[src/rtl/wb_port_arbiter_pkg.sv]
// Shared writeback definitions: datapath widths, the hard-wired zero register
// and the write request record used by the writeback stage and the arbiter.
package wb_port_arbiter_pkg;

   localparam int DATA_W = 16;
   localparam int ADDR_W = 4;

   // Writes to register 0 are discarded by the register file.
   localparam logic [ADDR_W-1:0] REG_ZERO = '0;

   typedef struct packed {
      logic              we;
      logic [ADDR_W-1:0] rd;
      logic [DATA_W-1:0] data;
   } wb_req_t;

endpackage

[src/rtl/wb_port_arbiter_fifo.sv]
// wb_result_fifo: buffers MDU results until an idle writeback slot.
// Each entry carries a valid bit so a younger pipeline write to the same
// register can cancel it in place; the slot still drains in order.
module wb_result_fifo #(
   parameter int DATA_W = 16,
   parameter int ADDR_W = 4,
   parameter int DEPTH  = 2
) (
   input  logic              clk,
   input  logic              reset,
   input  logic              push,
   input  logic [ADDR_W-1:0] push_rd,
   input  logic [DATA_W-1:0] push_data,
   input  logic              pop,
   input  logic              squash_en,
   input  logic [ADDR_W-1:0] squash_rd,
   input  logic [ADDR_W-1:0] query_rd,
   output logic              empty,
   output logic              full,
   output logic              head_valid,
   output logic [ADDR_W-1:0] head_rd,
   output logic [DATA_W-1:0] head_data,
   output logic              pend_hit
);

   localparam int PTR_W = (DEPTH > 1) ? $clog2(DEPTH) : 1;
   localparam int CNT_W = $clog2(DEPTH + 1);

   logic [PTR_W-1:0] wr_ptr_q, wr_ptr_d;
   logic [PTR_W-1:0] rd_ptr_q, rd_ptr_d;
   logic [CNT_W-1:0] count_q, count_d;
   logic [DEPTH-1:0] vld_q, vld_d;
   logic [ADDR_W-1:0] rd_mem_q   [DEPTH];
   logic [DATA_W-1:0] data_mem_q [DEPTH];

   assign empty      = (count_q == '0);
   assign full       = (count_q == CNT_W'(DEPTH));
   assign head_valid = vld_q[rd_ptr_q];
   assign head_rd    = rd_mem_q[rd_ptr_q];
   assign head_data  = data_mem_q[rd_ptr_q];

   // Pointer and occupancy update; power-of-two depth lets pointers wrap naturally.
   always_comb begin
      wr_ptr_d = wr_ptr_q;
      rd_ptr_d = rd_ptr_q;
      count_d  = count_q;
      if (push) wr_ptr_d = wr_ptr_q + PTR_W'(1);
      if (pop)  rd_ptr_d = rd_ptr_q + PTR_W'(1);
      case ({push, pop})
         2'b10:   count_d = count_q + CNT_W'(1);
         2'b01:   count_d = count_q - CNT_W'(1);
         default: count_d = count_q;
      endcase
   end

   // Valid bits: squash older matches first, then pop, then the new push wins.
   always_comb begin
      vld_d = vld_q;
      for (int i = 0; i < DEPTH; i++) begin
         if (squash_en && (rd_mem_q[i] == squash_rd)) vld_d[i] = 1'b0;
      end
      if (pop)  vld_d[rd_ptr_q] = 1'b0;
      if (push) vld_d[wr_ptr_q] = 1'b1;
   end

   // Hazard lookup across all live entries; register 0 never hits.
   always_comb begin
      pend_hit = 1'b0;
      for (int i = 0; i < DEPTH; i++) begin
         if (vld_q[i] && (rd_mem_q[i] == query_rd)) pend_hit = 1'b1;
      end
      if (query_rd == '0) pend_hit = 1'b0;
   end

   // Control state; reset empties the buffer.
   always_ff @(posedge clk or posedge reset) begin
      if (reset) begin
         wr_ptr_q <= '0;
         rd_ptr_q <= '0;
         count_q  <= '0;
         vld_q    <= '0;
      end else begin
         wr_ptr_q <= wr_ptr_d;
         rd_ptr_q <= rd_ptr_d;
         count_q  <= count_d;
         vld_q    <= vld_d;
      end
   end

   // Entry payload; qualified by the valid bits so it needs no reset.
   always_ff @(posedge clk) begin
      if (push) begin
         rd_mem_q[wr_ptr_q]   <= push_rd;
         data_mem_q[wr_ptr_q] <= push_data;
      end
   end

endmodule

[src/rtl/wb_port_arbiter.sv]
// wb_port_arbiter: shares the register-file write port between the pipeline
// writeback stream (always first) and buffered MDU results (idle slots only),
// with a starvation guard that asks the pipeline for a bubble.
module wb_port_arbiter #(
   parameter int DATA_W       = wb_port_arbiter_pkg::DATA_W,
   parameter int ADDR_W       = wb_port_arbiter_pkg::ADDR_W,
   parameter int DEPTH        = 2,
   parameter int STARVE_LIMIT = 4
) (
   input  logic              clk,
   input  logic              reset,
   input  logic              pipe_we,
   input  logic [ADDR_W-1:0] pipe_rd,
   input  logic [DATA_W-1:0] pipe_data,
   input  logic              mdu_valid,
   input  logic [ADDR_W-1:0] mdu_rd,
   input  logic [DATA_W-1:0] mdu_data,
   output logic              mdu_ready,
   input  logic [ADDR_W-1:0] query_rd,
   output logic              pend_hit,
   output logic              stall_req,
   output logic              rf_we,
   output logic [ADDR_W-1:0] rf_waddr,
   output logic [DATA_W-1:0] rf_wdata,
   output logic              proto_err
);

   import wb_port_arbiter_pkg::*;

   localparam int SC_W = $clog2(STARVE_LIMIT + 1);

   logic              fifo_empty;
   logic              fifo_full;
   logic              head_valid;
   logic [ADDR_W-1:0] head_rd;
   logic [DATA_W-1:0] head_data;
   logic              push;
   logic              pop;

   wb_req_t           rf_q, rf_d;
   logic [SC_W-1:0]   starve_q, starve_d;
   logic              stall_req_q, stall_req_d;
   logic              proto_err_q, proto_err_d;

   assign mdu_ready = !fifo_full;
   assign push      = mdu_valid && mdu_ready;
   assign pop       = !pipe_we && !fifo_empty;

   wb_result_fifo #(
      .DATA_W (DATA_W),
      .ADDR_W (ADDR_W),
      .DEPTH  (DEPTH)
   ) u_fifo (
      .clk        (clk),
      .reset      (reset),
      .push       (push),
      .push_rd    (mdu_rd),
      .push_data  (mdu_data),
      .pop        (pop),
      .squash_en  (pipe_we),
      .squash_rd  (pipe_rd),
      .query_rd   (query_rd),
      .empty      (fifo_empty),
      .full       (fifo_full),
      .head_valid (head_valid),
      .head_rd    (head_rd),
      .head_data  (head_data),
      .pend_hit   (pend_hit)
   );

   // Priority mux: pipeline, else FIFO head; register 0 and squashed heads still use the slot.
   always_comb begin
      rf_d = '0;
      if (pipe_we) begin
         rf_d.we   = (pipe_rd != REG_ZERO);
         rf_d.rd   = pipe_rd;
         rf_d.data = pipe_data;
      end else if (!fifo_empty) begin
         rf_d.we   = head_valid && (head_rd != REG_ZERO);
         rf_d.rd   = head_rd;
         rf_d.data = head_data;
      end
   end

   // Starve counter, one-cycle bubble request and sticky protocol flag.
   always_comb begin
      starve_d = starve_q;
      if (fifo_empty || pop) begin
         starve_d = '0;
      end else if (starve_q != SC_W'(STARVE_LIMIT)) begin
         starve_d = starve_q + SC_W'(1);
      end
      stall_req_d = (starve_q == SC_W'(STARVE_LIMIT)) && !stall_req_q;
      proto_err_d = proto_err_q || (stall_req_q && pipe_we);
   end

   // Output and control registers.
   always_ff @(posedge clk or posedge reset) begin
      if (reset) begin
         rf_q        <= '0;
         starve_q    <= '0;
         stall_req_q <= 1'b0;
         proto_err_q <= 1'b0;
      end else begin
         rf_q        <= rf_d;
         starve_q    <= starve_d;
         stall_req_q <= stall_req_d;
         proto_err_q <= proto_err_d;
      end
   end

   assign rf_we     = rf_q.we;
   assign rf_waddr  = rf_q.rd;
   assign rf_wdata  = rf_q.data;
   assign stall_req = stall_req_q;
   assign proto_err = proto_err_q;

endmodule
[config.mk]
export PLATFORM = sky130hd
export DESIGN_NAME = wb_port_arbiter
export DESIGN_NICKNAME = d
export VERILOG_FILES = /design/src/rtl/wb_port_arbiter_pkg.sv /design/src/rtl/wb_port_arbiter_fifo.sv /design/src/rtl/wb_port_arbiter.sv
export SDC_FILE = /design/constraint.sdc
export NUM_CORES = 1
export LEC_CHECK = 0
export ABC_AREA = 1
export CORE_UTILIZATION = 49
export CTS_BUF_LIST = sky130_fd_sc_hd__clkbuf_16
export CTS_CLUSTER_SIZE = 24
export DETAILED_ROUTE_END_ITERATION = 8
export GPL_TIMING_DRIVEN = 0
export PLACE_DENSITY = 0.79
export SETUP_SLACK_MARGIN = 0.05
export SLEW_MARGIN = 15
export SYNTH_ARGS = -nofsm -noshare
export SYNTH_HDL_FRONTEND = slang
export SYNTH_SLANG_ARGS = --single-unit
[constraint.sdc]
create_clock -name clk -period 2.6 [get_ports clk]
set_input_delay 0.26 -clock clk [delete_from_list [all_inputs] [get_ports clk]]
set_output_delay 0.26 -clock clk [all_outputs]
set_load 0.1 [all_outputs]
# [Word level (Yosys, flattened, before mapping)]
# Memory sizes are Yosys's and may differ from the RTL's.
# Index checks and enable logic that the tools add are counted.
# Widths: inputs -> output; s select.
[word_totals] regBits=32 ramBits=40 inputBits=48 out_inout_bits=25 elab_cells=76 n_memories=2
[op_classes] addsub=5 n_lt_le_gt_ge=4 n_eq_ne=9 n_mux=20 bitwise_logic=3 n_reduce_logical=23
[mem_list] memory="u_fifo.data_mem_q" words=2 word_bits=16 read_ports=1 rd_ports_with_merged_regs=0 wr=1 line="wb_port_arbiter_fifo.sv:34" text="logic [DATA_W-1:0] data_mem_q [DEPTH];"
[mem_list] memory="u_fifo.rd_mem_q" words=2 word_bits=4 read_ports=3 rd_ports_with_merged_regs=0 wr=1 line="wb_port_arbiter_fifo.sv:33" text="logic [ADDR_W-1:0] rd_mem_q [DEPTH];"
[ops] op="$mux 21" n=2
[ops] op="$eq 4x4->1" n=4
[ops] op="$logic_and 1x1->1" n=11
[ops] op="$mux 1" n=11
[ops] op="$reduce_bool 4->1" n=2
[ops] op="$mux 3" n=2
[ops] op="$eq 2x2->1 const B" n=2
[ops] op="$logic_not 1->1" n=4
[ops] op="$logic_not 4->1" n=1
[ops] op="$lt 1x2->1 const B" n=2
[ops] op="$mux 2" n=2
[ops] op="$pmux 2 s2" n=1
[ops] op="$reduce_bool 2->1" n=2
[ops] op="$add 3x1->3 const B" n=1
[ops] op="$eq 3x3->1 const B" n=1
[ops] op="$ne 3x3->1 const B" n=1
[ops] op="$add 1x1->1 const B" n=2
[ops] op="$add 2x1->2 const B" n=1
[ops] op="$and 2x2->2" n=1
[ops] op="$demux 1 s1" n=2
[ops] op="$eq 2x1->1 const B" n=1
[ops] op="$ge 1x1->1 const B" n=2
[ops] op="$logic_not 2->1" n=1
[ops] op="$logic_or 1x1->1" n=2
[ops] op="3 further kinds" n=3

# [Logic depth before layout (Yosys ltp)]
# Gate-level depths: netlist (run 1).
[depth] word_depth=9 mapped_depth=9 mapped_depth_nobuf=9

# [By module]
# A second synthesis (run 1) with hierarchy kept.
[unflattened] hier_cells=321 hier_area_um2=3071.7
[modules_own_cells] module="wb_result_fifo" instances=1 cells_per_inst=191 area_per_inst_um2=1988.2 seq_area_each_um2=1351.3
[modules_own_cells] module="wb_port_arbiter" instances=1 cells_per_inst=130 area_per_inst_um2=1083.5 seq_area_each_um2=650.6

# [Worst setup path before layout (run 1)]
# Ideal clock, no wire load.
[synth_path] kind="flip-flop to flip-flop" startpoint="reg u_fifo.count_q[0]" endpoint="mem u_fifo.data_mem_q[0][0], enable pin" setup_time_ps=398 arrival_ps=2297 required_ps=2202 slack_ps=-95 stages_incl_launch_ff=5 n_path_buf=0 period_less_slack_ps=2695 cell_sequence="dfrtp_1 inv_1 nand2_1 nand2_1 nor2_1"
[synth_via] elab_chain_cells=5
[synth_rtl] item="from (decl)" line="wb_port_arbiter_fifo.sv:31" text="logic [CNT_W-1:0] count_q, count_d;"
[synth_rtl] item="from (signal assigned)" line="wb_port_arbiter_fifo.sv:85" text="count_q <= count_d;"
[synth_rtl] item="$eq 2x2->1" line="wb_port_arbiter_fifo.sv:37" text="assign full = (count_q == CNT_W'(DEPTH));"
[synth_rtl] item="$logic_not 1->1" line="wb_port_arbiter.sv:45" text="assign mdu_ready = !fifo_full;"
[synth_rtl] item="via mdu_ready" line="wb_port_arbiter.sv:18" text="output logic mdu_ready,"
[synth_rtl] item="$logic_and 1x1->1" line="wb_port_arbiter.sv:46" text="assign push = mdu_valid && mdu_ready;"
[synth_rtl] item="$mux 1" line="wb_port_arbiter_fifo.sv:92" text="if (push) begin"
[synth_rtl] item="$mux 1 (not written as such)" line="wb_port_arbiter_fifo.sv:94" text="data_mem_q[wr_ptr_q] <= push_data;"
[synth_rtl] item="to (decl)" line="wb_port_arbiter_fifo.sv:34"
# The timed path passes the listed nets, and every way through them passes these cells.

# [Worst setup path in the final report (run 1)]
[layout_path] startpoint="in query_rd[0]" endpoint="out pend_hit"
[layout_via] elab_chain_cells=5 elab_cells_between_ends=8 classes_between="eq/ne (2); mux (3); reduce/logical (3)"
[layout_rtl] item="from (decl)" line="wb_port_arbiter.sv:19" text="input logic [ADDR_W-1:0] query_rd,"
[layout_rtl] item="$eq 4x4->1" line="wb_port_arbiter_fifo.sv:70" text="if (vld_q[i] && (rd_mem_q[i] == query_rd)) pend_hit = 1'b1;"
[layout_rtl] item="$logic_and 1x1->1" line="wb_port_arbiter_fifo.sv:70"
[layout_rtl] item="$mux 1 (2 in a row)" line="wb_port_arbiter_fifo.sv:70"
[layout_rtl] item="$mux 1 (*)" line="wb_port_arbiter_fifo.sv:72" text="if (query_rd == '0) pend_hit = 1'b0;"
[layout_rtl] item="to (decl)" line="wb_port_arbiter.sv:20" text="output logic pend_hit,"
# Mark *: on every way between the ends. The rest lies on a longest branch, timed or not.

==> impl_metrics.yaml, run 1 <==
status:
  status: "complete, no violations"
critical_path:
  worstPathRequired_ns: 2.34
  r2r_start: "u_fifo.count_q[0]$_DFFE_PP0P_"
  start_kind: "input port"
  cp-end-kind: "output pin"
  path_cells: "clkdlybuf4s50_1, inv_1, nand2_1, nand2_1, nor2_1, nand3_1, a21oi_1, clkdlybuf4s15_1"
  cpMostUsedCell: "nand2_1"
  arrival_ns: 2.12
  max_stage_delay_ns: 0.84
  crit_fanout: 3
  cpMaxStageDelayCell: "clkdlybuf4s15_1"
  critical_path_class: "input port to output pin"
  crit_start: "query_rd[0]"
clock_network:
  clk_latency_ns: 0.33
  clock-root-buffer: "clkbuf_16"
  cts_tree: "built"
  clock_path_buffers: 2
  cts.htree.levels: 3
  cts_sinks: 72
  hold_buffers: 0
  cts_buffers: 9
  clk_pin_slew_ns: 0.06
logic_synthesis:
  synth_seq_cells: 72
  synth_top_area_cell: "edfxtp_1"
  syn_nets: 335
  synth_warnings: 0
  syn-cell-area_um2: 3028
  synth_top_area_share_pct: 39.67
  synth.distinct_cells: 25
  yosysSeqAreaShare_pct: 66.12
  syn_inst: 284
  syn_avg_cell_area_um2: 10.66
  synthTopCellsByArea: "edfxtp_1 40%, dfrtp_1 26%, nand2_1 10%"
detailed_routing:
  drc: 0
  ant_nets: 0
  routedLengthMet1_mm: 2.560
  top_layer_used: "met4"
  route.met3.wl_um: 240
  routed_via_density: 4.918
  vias: 2208
  wl_per_cell_um: 13.85
  wl_met2_mm: 3.333
  drt_iter0_markers: 127
  routed_wl_mm: 6.220
  dr.pass1.iters: 4
sta:
  worstMarginPinSlew_ns: 0.9877
  finalHoldViolations: 0
  fmax_mhz: 420.7
  fin_setup_tns_ns: 0
  clock_skew_ns: 0.006657
  rsz0062_at_grt: "false"
  fin_crit_sh_pct: 91.42
  period_minus_slack_ns: 2.377
  slew_headroom_pct: 33.95
  setup_viol: 0
  slew_viol_final: 0
placed_design:
  dp_hpwl_mm: 4.512
  place_congestion: 0.8409
  portBuffers: 72
die:
  die_x_um: 80.61
  die_height_um: 80.61
  ios: 73
  die-area_um2: 6498
  core_um2: 5956
  initial_utilization_pct: 50.84
  rows: 28
finish:
  seq_area_um2: 2002
  syn_to_final_growth_pct: 37.40
  drive_above_1_share_pct: 9.893
  mostFrequentLayoutCell: "nand2_1"
  fillCellCount: 469
  layout.cells.most_common_list: "82 x nand2_1, 71 x clkdlybuf4s50_1, 40 x edfxtp_1"
  diodes: 0
  nNetsFinal: 420
  multi_input_area_um2: 835.8
  final_core_utilization_pct: 69.85
global_route:
  grt_pass1_vias: 2172
  grt_pass1_wl_mm: 10.08
  overflow: 0
  antenna_found_initial: 0
  grt_use_total_pct: 21.49
  grt_max_degree: 33
flow_run:
  cap_violations: 0
power_and_ir_drop:
  p_leak_nw: 1.817
  power_density_nw_per_um2: 1193
  peakVddDrop_uv: 791.0
hold_path:
  hold_path.class: "input port to asynchronous set/reset pin"
[metal layers]
layer | vias to the layer above | GRT usage (%)
met2 | 61 | 37.54
li1 | 1106 | -
met3 | 9 | 3.864
met5 | - | 0
met1 | 1032 | 25.00
met4 | 0 | 11.25
[registers in the layout, summed over array words and instances (netlist names)]
| signal | cells |
|---|---|
| proto_err | 1 |
| rf_waddr | 4 |
| rf_wdata | 16 |
| rf_we | 1 |
| stall_req | 1 |
| starve_q | 3 |
| u_fifo.count_q | 2 |
| u_fifo.data_mem_q | 32 |
| u_fifo.rd_mem_q | 8 |
| u_fifo.rd_ptr_q | 1 |
| u_fifo.vld_q | 2 |
| u_fifo.wr_ptr_q | 1 |
[worst max-delay path, delay by kind of cell]
kind | cells | cell delay [ns]
buf+inv | 3 | 1.43
simple gates | 4 | 0.28
compound gates | 1 | 0.14
[through the flow]
stage	total power [mW]	hold WS (ns)	worst slack [ns]	cells	instance area, um2
6_report	4.964	0.3385	0.2230	449	4160
5_1_grt	5.185	0.4105	0.05826	449	4160
4_1_cts	4.985	0.3757	0.1901	449	4159
3_5_place_dp	3.825	0.4505	-0.09903	433	3874
3_3_place_gp	3.741	0.4424	-0.07253	431	3842
2_1_floorplan	3.248	0.3589	-0.09479	284	3028
[report_power, final]
group	internal, mW	leakage (nW)	switching [mW]
clock network	0.663	0.135	0.496
logic	0.573	0.917	1.53
registers	1.55	0.765	0.145
[final cells by class]
type / instances / share of cell area [%]
buffer: 8 / 1.654
clock buffer: 9 / 5.414
clock inverter: 7 / 1.474
inverter: 33 / 3.038
multi-input combinational: 171 / 20.09
tap: 75 / 2.256
sequential: 72 / 48.12
timing repair buffer: 74 / 17.95
[cell families (layout without fill, tap and decap cells)]
logic type | count (synthesis) | count (layout) | share of synthesized area (%)
xor gates and xnor gates | 7 | 7 | 2.025
and+or+nand+nor | 139 | 139 | 20.37
DFF | 72 | 72 | 66.12
AOI/OAI and AO/OA | 22 | 22 | 3.802
buffers and inverters | 41 | 131 | 6.446
adders and majority gates | 3 | 3 | 1.240
[synth_stat cells]
| cell | number |
|---|---|
| nand2_1 | 82 |
| edfxtp_1 | 40 |
| nand3_1 | 34 |
| dfrtp_1 | 32 |
| inv_1 | 30 |
| nor2_1 | 14 |
| o21ai_0 | 12 |
| a21oi_1 | 7 |
| xnor2_1 | 7 |
| buf_4 | 3 |
| ha_1 | 3 |
| nand3_2 | 3 |
| buf_6 | 2 |
| inv_2 | 2 |
| nand4_1 | 2 |
| o22ai_1 | 2 |
| a21o_1 | 1 |
| buf_2 | 1 |
| buf_8 | 1 |
| clkbuf_1 | 1 |
| inv_4 | 1 |
| nand2_4 | 1 |
| nor2_2 | 1 |
| nor2_8 | 1 |
| nor4_1 | 1 |
[timing repair]
action,CTS,global route
buffers inserted,0,0
resized for setup,1,1
setup endpoints to repair,1,1
endpoints found under the hold margin,0,0
[path summary, 6_finish.rpt]
path                       cells after the start                                end  slack (ns)
max                                            8                           pend_hit        0.22
min                                            2              rf_wdata[3]$_DFF_PP0_        0.34
max reg2reg                                    5  u_fifo.data_mem_q[1][5]$_DFFE_PP_        0.79
min reg2reg                                    1                stall_req$_DFF_PP0_        0.46
max in group asynchronous                      2      u_fifo.count_q[1]$_DFFE_PP0P_        1.82
min in group clk                               1                stall_req$_DFF_PP0_        0.46
(Power assumes the default switching activity.)
==> run 2, diff against run 1 <==
--- a/config.mk
+++ b/config.mk
@@ -6,6 +6,7 @@
 export NUM_CORES = 1
 export LEC_CHECK = 0
 export ABC_AREA = 1
+export CAP_MARGIN = 5
 export CORE_UTILIZATION = 49
 export CTS_BUF_LIST = sky130_fd_sc_hd__clkbuf_16
 export CTS_CLUSTER_SIZE = 24
@@ -13,6 +14,7 @@
 export GPL_TIMING_DRIVEN = 0
 export PLACE_DENSITY = 0.79
 export SETUP_SLACK_MARGIN = 0.05
+export SKIP_LAST_GASP = 1
 export SLEW_MARGIN = 15
 export SYNTH_ARGS = -nofsm -noshare
 export SYNTH_HDL_FRONTEND = slang
==> results of run 2 <==
The final DEF is identical to that of run 1; final timing and power are the same.
==> run 3, diff against run 2 <==
==> constraint.sdc (replaced) <==
create_clock -name clk -period 2.4 [get_ports clk]
set_input_delay 0.24 -clock clk [delete_from_list [all_inputs] [get_ports clk]]
set_output_delay 0.24 -clock clk [all_outputs]
set_load 0.1 [all_outputs]
==> impl_metrics.yaml, run 3 (same netlist as run 1, synthesis figures left out) <==
critical_path:
  critPathTopFamily: "buffers and inverters"
  cp-end-kind: "output pin"
  max_stage_delay_ns: 1.14
  start_kind: "flip-flop"
  critical_path_class: "flip-flop to output pin"
  cpMaxStageDelayCell: "clkdlybuf4s50_1"
  path_buf_inv: 1
  arrival_ns: 1.83
  crit_fanout: 3
  path_cells: "clkdlybuf4s50_1"
  worstPathRequired_ns: 2.16
  reg2reg_slack_ns: 0.61
flow_run:
  cap_violations: 0
clock_network:
  cts_setup_buffers: 0
  clk_latency_ns: 0.33
  hold_buffers: 0
  clock_path_buffers: 2
  cts_buffers: 9
  cts.htree.levels: 3
  clock-root-buffer: "clkbuf_16"
  clk_pin_slew_ns: 0.06
  cts_tree: "built"
  cts_sinks: 72
global_route:
  grt_use_total_pct: 20.63
  grt_pass1_vias: 2097
  grt_max_degree: 33
  overflow: 0
  antenna_found_initial: 0
  grt_pass1_wl_mm: 9.625
finish:
  drive_above_1_share_pct: 10.22
  mostFrequentLayoutCell: "nand2_1"
  syn_to_final_growth_pct: 37.56
  largest_reg_flops: 32
  diodes: 0
  layout.cells.most_common_list: "81 x nand2_1, 70 x clkdlybuf4s50_1, 40 x edfxtp_1"
  nNetsFinal: 418
  largest_register: "u_fifo.data_mem_q"
die:
  die_x_um: 80.61
  rows: 28
  die_height_um: 80.61
  core_um2: 5956
  ios: 73
  initial_utilization_pct: 50.84
  die-area_um2: 6498
detailed_routing:
  drt_iter0_markers: 150
  wl_per_cell_um: 13.81
  drc: 0
  routed_wl_mm: 6.173
  ant_nets: 0
  vias: 2248
  routed_via_density: 5.029
  dr.pass1.iters: 4
sta:
  rsz0062_at_grt: "false"
  worstMarginPinSlew_ns: 1.002
  fmax_mhz: 483.5
  timing.hold.ws_ns: 0.3266
  slew_headroom_pct: 32.96
  fin_crit_sh_pct: 86.18
  clock_skew_ns: 0.003934
  period_minus_slack_ns: 2.068
  fin_ws_ns: 0.3316
  setup_viol: 0
  slew_viol_final: 0
  finalHoldViolations: 0
placed_design:
  portBuffers: 72
  dp_hpwl_mm: 4.204
  dp_slack_ns: -0.2495
  place_congestion: 0.8664
power_and_ir_drop:
  p_leak_nw: 1.825
  power_density_nw_per_um2: 1303
  peakVddDrop_uv: 850.8
  power_mw: 5.429
hold_path:
  hold_path.class: "input port to asynchronous set/reset pin"
status:
  status: "complete, no violations"
[run 3: cell types whose count changed in the layout (fill, tap and decap cells not counted), sizes merged]
cell,change
clkinv,+3
buf,-2
clkinvlp,-2
inv,-2
bufinv,+1
clkbuf,+1
clkdlybuf4s15,-1
clkdlybuf4s50,-1
dlymetal6s2s,+1
[run 3: worst register-to-register path, delay by kind of cell, from the launching register on]
| kind | cells | cell delay (ns) |
|---|---|---|
| simple gates | 2 | 0.28 |
| fa+ha+maj | 1 | 0.31 |
| buf+inv | 3 | 0.29 |
| compound gates | 2 | 0.22 |
| flops | 1 | 0.43 |
| xor+xnor | 1 | 0.14 |
[run 3: power breakdown]
part | switching, mW | leakage (nW) | total [mW] | internal (mW)
combinational | 1.66 | 0.910 | 2.26 | 0.600
sequential | 0.162 | 0.765 | 1.85 | 1.69
clock | 0.507 | 0.150 | 1.32 | 0.814
total | 2.33 | 1.83 | 5.43 | 3.10
[run 3: final cells by class]
class	instances	area, um2
flip-flops and latches	72	2002
fillers	412	1790
multi-input cells	171	852.1
plain buffers	8	68.82
clock inverters	7	78.83
inverters	33	126.4
well taps	75	93.84
clock buffers	9	225.2
repair buffers	72	718.2
[run 3: stage by stage]
| stage | std cells | utilization (%) | cell area (um2) | TNS [ns] |
|---|---|---|---|---|
| 4_1_cts | 447 | 69.81 | 4158 | 0 |
| 2_1_floorplan | 284 | - | 3039 | 0 |
| 3_5_place_dp | 431 | 64.71 | 3854 | -0.2495 |
| 6_report | 447 | 69.94 | 4165 | 0 |
| 5_1_grt | 447 | 69.94 | 4165 | 0 |
| 3_3_place_gp | 431 | 64.71 | 3854 | -0.2322 |
[run 3: path summary, 6_finish.rpt]
kind | from | to | cells after the start
setup / recovery | stall_req$_DFF_PP0_ | stall_req | 1
hold / removal | reset | rf_wdata[3]$_DFF_PP0_ | 2
setup reg to reg | u_fifo.count_q[1]$_DFFE_PP0P_ | u_fifo.count_q[1]$_DFFE_PP0P_ | 9
hold reg to reg | u_fifo.data_mem_q[1][5]$_DFFE_PP_ | rf_wdata[5]$_DFF_PP0_ | 2
max in group asynchronous | reset | u_fifo.rd_ptr_q$_DFFE_PP0P_ | 2
min in group clk | u_fifo.data_mem_q[1][5]$_DFFE_PP_ | rf_wdata[5]$_DFF_PP0_ | 2
[run 3: layer usage]
layer | GRT usage [%] | vias to the layer above | wire length [um]
met2 | 33.90 | 76 | 3266
met3 | 5.455 | 8 | 286
met4 | 9.464 | 0 | 94
li1 | - | 1110 | -
met1 | 25.30 | 1054 | 2526
met5 | 0 | - | 0
[run 3: what timing repair did]
item	4_1_cts	5_1_grt
gates cloned	0	0
pin swaps	0	0
resized for setup	2	2
setup endpoints to repair	1	2
